### config.mk
export PLATFORM = sky130hd
export DESIGN_NAME = ysyx_25020037_bypass_buf
export DESIGN_NICKNAME = d
export VERILOG_FILES = /design/src/rtl/ysyx_25020037_bypass_buf.sv
export SDC_FILE = /design/constraint.sdc
export NUM_CORES = 1
export LEC_CHECK = 0
export BUFFER_PORTS_ARGS = -buffer_cell sky130_fd_sc_hd__buf_2
export CORE_MARGIN = 2
export CORE_UTILIZATION = 30
export DETAILED_ROUTE_END_ITERATION = 8
export GPL_ROUTABILITY_DRIVEN = 0
export PLACE_DENSITY = 0.49
export SLEW_MARGIN = 30
export SYNTH_ARGS = -nofsm -noshare
export SYNTH_HDL_FRONTEND = slang
export SYNTH_SLANG_ARGS = --single-unit
### constraint.sdc
create_clock -name clk -period 7.55 [get_ports clk]
set_input_delay 1.51 -clock clk [delete_from_list [all_inputs] [get_ports clk]]
set_output_delay 1.51 -clock clk [all_outputs]
set_load 0.03 [all_outputs]
### src/rtl/ysyx_25020037_bypass_buf.sv
// Operand-forwarding buffer: program-ordered queue of in-flight GPR producers feeding EXU operands.
// Optional macro YSYX_25020037_LDRET_FWD_EN forwards returning load data in its return cycle.
module ysyx_25020037_bypass_buf #(
    parameter int XLEN    = 32,
    parameter int DEPTH   = 4,
    parameter int NUM_SRC = 2,
    parameter int REG_AW  = 5
) (
    input  logic                        clk,
    input  logic                        rst,
    input  logic                        alloc_valid,
    input  logic                        alloc_we,
    input  logic [REG_AW-1:0]           alloc_rd,
    input  logic                        alloc_is_load,
    input  logic [XLEN-1:0]             alloc_data,
    output logic                        alloc_ready,
    input  logic                        ld_ret_valid,
    input  logic [XLEN-1:0]             ld_ret_data,
    input  logic                        wb_valid,
    input  logic                        flush,
    input  logic [NUM_SRC*REG_AW-1:0]   src_idx,
    input  logic [NUM_SRC*XLEN-1:0]     src_rf_data,
    output logic [NUM_SRC*XLEN-1:0]     src_data,
    output logic [NUM_SRC-1:0]          src_hit,
    output logic                        stall,
    output logic [$clog2(DEPTH+1)-1:0]  count
);

    localparam int PW = $clog2(DEPTH);
    localparam int CW = $clog2(DEPTH+1);

    logic [DEPTH-1:0]  r_valid;
    logic [DEPTH-1:0]  r_pend;
    logic [REG_AW-1:0] r_rd   [DEPTH];
    logic [XLEN-1:0]   r_data [DEPTH];
    logic [PW-1:0]     r_head;
    logic [PW-1:0]     r_tail;
    logic [CW-1:0]     r_count;

    logic [PW-1:0]     w_ord [DEPTH];
    logic              w_full;
    logic              w_wb_do;
    logic              w_alloc_do;
    logic              w_ld_hit;
    logic [PW-1:0]     w_ld_idx;
    logic              w_ld_to_new;
    logic [NUM_SRC-1:0] w_wait;

    // w_ord[i] is the slot holding the i-th oldest entry
    genvar g;
    generate
        for (g = 0; g < DEPTH; g++) begin : g_ord
            assign w_ord[g] = r_head + PW'(g);
        end
    endgenerate

    assign w_full      = (r_count == CW'(DEPTH));
    assign w_wb_do     = wb_valid & r_valid[r_head] & ~r_pend[r_head];
    assign alloc_ready = ~w_full | w_wb_do;
    assign w_alloc_do  = alloc_valid & alloc_we & (alloc_rd != '0) & alloc_ready;
    assign w_ld_to_new = ld_ret_valid & ~w_ld_hit & w_alloc_do & alloc_is_load;
    assign count       = r_count;

    // Oldest pending entry: scan youngest to oldest so the oldest match is written last
    always_comb begin
        w_ld_hit = 1'b0;
        w_ld_idx = '0;
        for (int i = DEPTH-1; i >= 0; i--) begin
            if (r_valid[w_ord[i]] && r_pend[w_ord[i]]) begin
                w_ld_hit = 1'b1;
                w_ld_idx = w_ord[i];
            end
        end
    end

    // Per-port lookup: scan oldest to youngest so the youngest match wins
    always_comb begin
        src_data = src_rf_data;
        src_hit  = '0;
        w_wait   = '0;
        for (int p = 0; p < NUM_SRC; p++) begin
            if (src_idx[p*REG_AW +: REG_AW] != '0) begin
                for (int i = 0; i < DEPTH; i++) begin
                    if (r_valid[w_ord[i]] && r_rd[w_ord[i]] == src_idx[p*REG_AW +: REG_AW]) begin
                        src_data[p*XLEN +: XLEN] = r_data[w_ord[i]];
                        src_hit[p]               = 1'b1;
                        w_wait[p]                = r_pend[w_ord[i]];
`ifdef YSYX_25020037_LDRET_FWD_EN
                        if (r_pend[w_ord[i]] && ld_ret_valid && w_ld_hit && w_ld_idx == w_ord[i]) begin
                            src_data[p*XLEN +: XLEN] = ld_ret_data;
                            w_wait[p]                = 1'b0;
                        end
`endif
                    end
                end
            end
        end
    end

    assign stall = |w_wait;

    // Control state: valid/pend flags, pointers and occupancy
    always_ff @(posedge clk or negedge rst) begin
        if (!rst) begin
            r_valid <= '0;
            r_pend  <= '0;
            r_head  <= '0;
            r_tail  <= '0;
            r_count <= '0;
        end else if (flush) begin
            r_valid <= '0;
            r_pend  <= '0;
            r_head  <= '0;
            r_tail  <= '0;
            r_count <= '0;
        end else begin
            if (ld_ret_valid && w_ld_hit) begin
                r_pend[w_ld_idx] <= 1'b0;
            end
            if (w_wb_do) begin
                r_valid[r_head] <= 1'b0;
                r_head          <= r_head + PW'(1);
            end
            // Placed after the free so a full-queue alloc reusing the head slot wins
            if (w_alloc_do) begin
                r_valid[r_tail] <= 1'b1;
                r_pend[r_tail]  <= alloc_is_load & ~w_ld_to_new;
                r_tail          <= r_tail + PW'(1);
            end
            r_count <= r_count + CW'(w_alloc_do) - CW'(w_wb_do);
        end
    end

    // Payload storage carries no reset; valid flags qualify it
    always_ff @(posedge clk) begin
        if (!flush) begin
            if (ld_ret_valid && w_ld_hit) begin
                r_data[w_ld_idx] <= ld_ret_data;
            end
            if (w_alloc_do) begin
                r_rd[r_tail]   <= alloc_rd;
                r_data[r_tail] <= w_ld_to_new ? ld_ret_data :
                                  (alloc_is_load ? '0 : alloc_data);
            end
        end
    end

endmodule

==> results.py <==
metrics = {
    "clock_tree": {
        "clkSinkCount": 163,
        "clockRootBuffer": "clkbuf_16",
        "cts_tree": "yes",
        "postCtsHoldBufs": 0,
        "insertion_delay_ns": 0.46,
        "cts.clk_slew.worst_paths_ns": 0.06,
        "htree_levels": 4,
        "numCtsBuffers": 17,
        "post_cts_resized": 0,
        "cts_buffer_depth": 2,
        "postCtsSetupBuffers": 0,
    },
    "status": {
        "status": "finished, final reports clean",
    },
    "floorplanning": {
        "die_y_um": 224.7,
        "die_area_um2": 50480,
        "io_pins": 222,
        "dieWidth_um": 224.7,
        "coreArea_um2": 47950,
        "start_util_pct": 30.47,
        "rows": 80,
    },
    "drt": {
        "ant_nets": 0,
        "wl_met2_um": 25800,
        "routedLengthMet1_um": 23420,
        "initialDrtViolationCount": 1349,
        "via_per_inst": 5.892,
        "vias": 12770,
        "top_layer_used": "met5",
        "drc": 0,
        "post_drt_wl_per_cell_um": 25.33,
        "routed-wl-met3_um": 4502,
        "wl_um": 54910,
        "drt_pass1_iterations": 5,
    },
    "sta": {
        "fin_crit_ns": 6.463,
        "fmax_ghz": 0.1547,
        "fin_crit_sh_pct": 85.61,
        "rsz0062_at_grt": "no",
        "whs_ns": 0.6169,
        "slew_headroom_pct": 30.99,
        "worst_slack_ns": 1.087,
        "finalSetupTns_ns": 0,
        "tightest_slew_ns": 1.033,
        "finalHoldViolations": 0,
        "finalSetupViolCount": 0,
        "report.final.slew_viol_count": 0,
        "skew_ns": 0.01396,
    },
    "synthesis": {
        "synth_area_leaders": "edfxtp_1, mux4_2, a22o_1",
        "synth_top_flop_cell": "edfxtp_1",
        "post_synth_num_cell_types": 63,
        "synth_area_um2": 14610,
        "yosys_warnings": 0,
        "async_reset_ff_share_pct": 9.202,
        "synth_top_family_by_area": "multiplexers",
        "yosys.area_share.simple_pct": 9.917,
        "synth_nets": 1560,
        "synth_area_leader_cell": "edfxtp_1",
        "postSynthCellCount": 1398,
        "yosysSeqAreaShare_pct": 32.99,
        "yosysTopAreaCellShare_pct": 30.42,
        "synthAdderAreaFrac_pct": 0.9934,
        "synth-compound-area-share_pct": 21.56,
        "synth_edf_count": 148,
        "synthXorXnorAreaFrac_pct": 2.518,
        "syn_area_per_cell_um2": 10.45,
        "synth_seq_cells": 163,
        "synth_mux_area_share_pct": 26.21,
    },
    "worst_hold_path": {
        "holdPathEnd": "r_tail[0]",
        "worstHoldPathCells": 2,
        "hp-start": "r_tail[0]",
        "hold_class": "flop to flop",
    },
    "power_and_ir_drop": {
        "power_frac_comb_pct": 27.9,
        "p_leak_uw": 0.006267,
        "power_frac_clock_pct": 31.1,
        "p_int_uw": 1742,
        "switching_share_pct": 31.69,
        "power_uw": 2550,
        "ir_drop_uv": 114.7,
        "p_seq_share_pct": 41.1,
        "power.density_nw_per_um2": 151.5,
        "power_switching_uw": 808.1,
    },
    "setup_path": {
        "worstSetupPathType": "flop to output pin",
        "r2r-start": "r_head[1]",
        "worstPathMaxFanout": 44,
        "crit_path_start_kind": "flop",
        "end_kind": "output pin",
        "r2r-end": "r_data[0][5]",
        "cp.arrival_ns": 4.95,
        "r2r_cells": 10,
        "required_ns": 6.04,
        "r2r_slack_ns": 2.49,
    },
    "placed_design": {
        "preCtsSetupSlack_ns": 1.454,
        "dpl.hpwl_um": 37520,
        "post-place-cells": 2127,
        "port-buffer-count": 221,
    },
    "run": {
        "cap_viol_max_count": 0,
    },
    "grt": {
        "grt_pass1_wl_um": 81680,
        "grt_use_total_pct": 21.65,
        "grt_overflow": 0,
        "grt_pass1_vias": 12630,
        "antenna_found_initial": 6,
        "grt_max_degree": 172,
    },
    "layout": {
        "fill_cells": 4765,
        "drive_above_1_share_pct": 31.76,
        "final_cells": 2168,
        "syn2layout_area_growth_pct": 15.21,
        "final_common_cell": "buf_2",
        "final_cell_mix": "buf_2, nor2_1, edfxtp_1, a21oi_1, a22o_1",
        "nNetsFinal": 1695,
    },
}
==> sequential cells by signal, indices dropped and copies added (netlist names) <==
signal,count
count,3
r_pend,4
r_valid,4
r_rd,20
r_tail,2
r_head,2
r_data,128
==> per-stage QoR <==
| step | cell area [um2] | util, % |
|---|---|---|
| after floorplan | 14610 | - |
| after global placement | 16050 | 33.47 |
| after detailed placement | 16230 | 33.85 |
| after CTS | 16750 | 34.94 |
| after global routing | 16830 | 35.10 |
| final | 16830 | 35.11 |
==> power groups by stage <==
stage                     combinational, uW  sequential (uW)  clock [uW]
final                                   711             1050         792
after global placement                  701             1060           0
after floorplan                         492             1070           0
after global routing                    769             1050         840
after detailed placement                706             1070           0
after CTS                               709             1050         801
==> worst max-delay path, cell delays in order (launching register included) <==
cell      delay (ns)
dfrtp_4         0.56
inv_2           0.08
ha_4            0.69
buf_4           0.70
mux4_1          0.45
xor2_1          0.17
nor4_1          0.15
and3_2          0.62
buf_4           0.41
a21oi_1         0.14
a221oi_2        0.25
buf_2           0.24
==> cells in the mapped netlist (all sizes together) (2+ instances only) <==
library cell,instances
a21oi,132
mux4,92
and3,5
o31a,4
dfrtp,15
nand3b,3
xor2,24
or2,2
nor3,8
nand3,11
a22oi,2
ha,10
o211ai,2
o2111ai,4
a22o,131
a31oi,5
clkbuf,50
o21ai,85
edfxtp,148
mux2i,68
nor4,7
nand2b,3
mux2,92
and2,3
a21o,26
a221oi,34
inv,20
nor2b,2
nand2,65
buf,87
nor2,199
xnor2,18
or3,26
==> routing by layer <==
| metal | vias up | track usage [%] |
|---|---|---|
| li1 | 5704 | - |
| met1 | 6342 | 28.96 |
| met2 | 649 | 34.85 |
| met3 | 77 | 4.742 |
| met4 | 2 | 6.986 |
| met5 | - | 0 |
==> kinds of logic after synthesis <==
| logic type | Yosys count |
|---|---|
| xor gates and xnor gates | 42 |
| muxes | 252 |
| DFF | 163 |
| and+or+nand+nor | 337 |
| AOI/OAI and AO/OA | 435 |
| adders and majority gates | 11 |
| buffers and inverters | 158 |
==> layout make-up <==
type | instances | area, um2 | share of cell area [%]
Antenna cell | 7 | 17.52 | 0.1041
Timing Repair Buffer | 253 | 1523 | 9.046
Tap cell | 615 | 769.5 | 4.571
Multi-Input combinational cell | 1077 | 9095 | 54.03
Inverter | 21 | 78.83 | 0.4683
Sequential cell | 163 | 4827 | 28.68
Clock inverter | 14 | 92.59 | 0.5501
Clock buffer | 18 | 429.2 | 2.550
==> worst max-delay path by stage <==
| stage | depth (start not counted) | start | end | slack [ns] |
|---|---|---|---|---|
| 2_1_floorplan | 19 | r_head[0] | r_data[2][0] | 0.99 |
| 3_3_place_gp | 11 | r_head[1] | src_data[62] | 1.52 |
| 3_5_place_dp | 11 | r_head[1] | src_data[62] | 1.45 |
| 4_1_cts | 11 | r_head[1] | src_data[62] | 0.96 |
| 5_1_grt | 11 | r_head[1] | src_data[61] | 0.69 |
| 6_report | 11 | r_head[1] | src_data[62] | 1.09 |
Power figures use the tool's default switching activity.
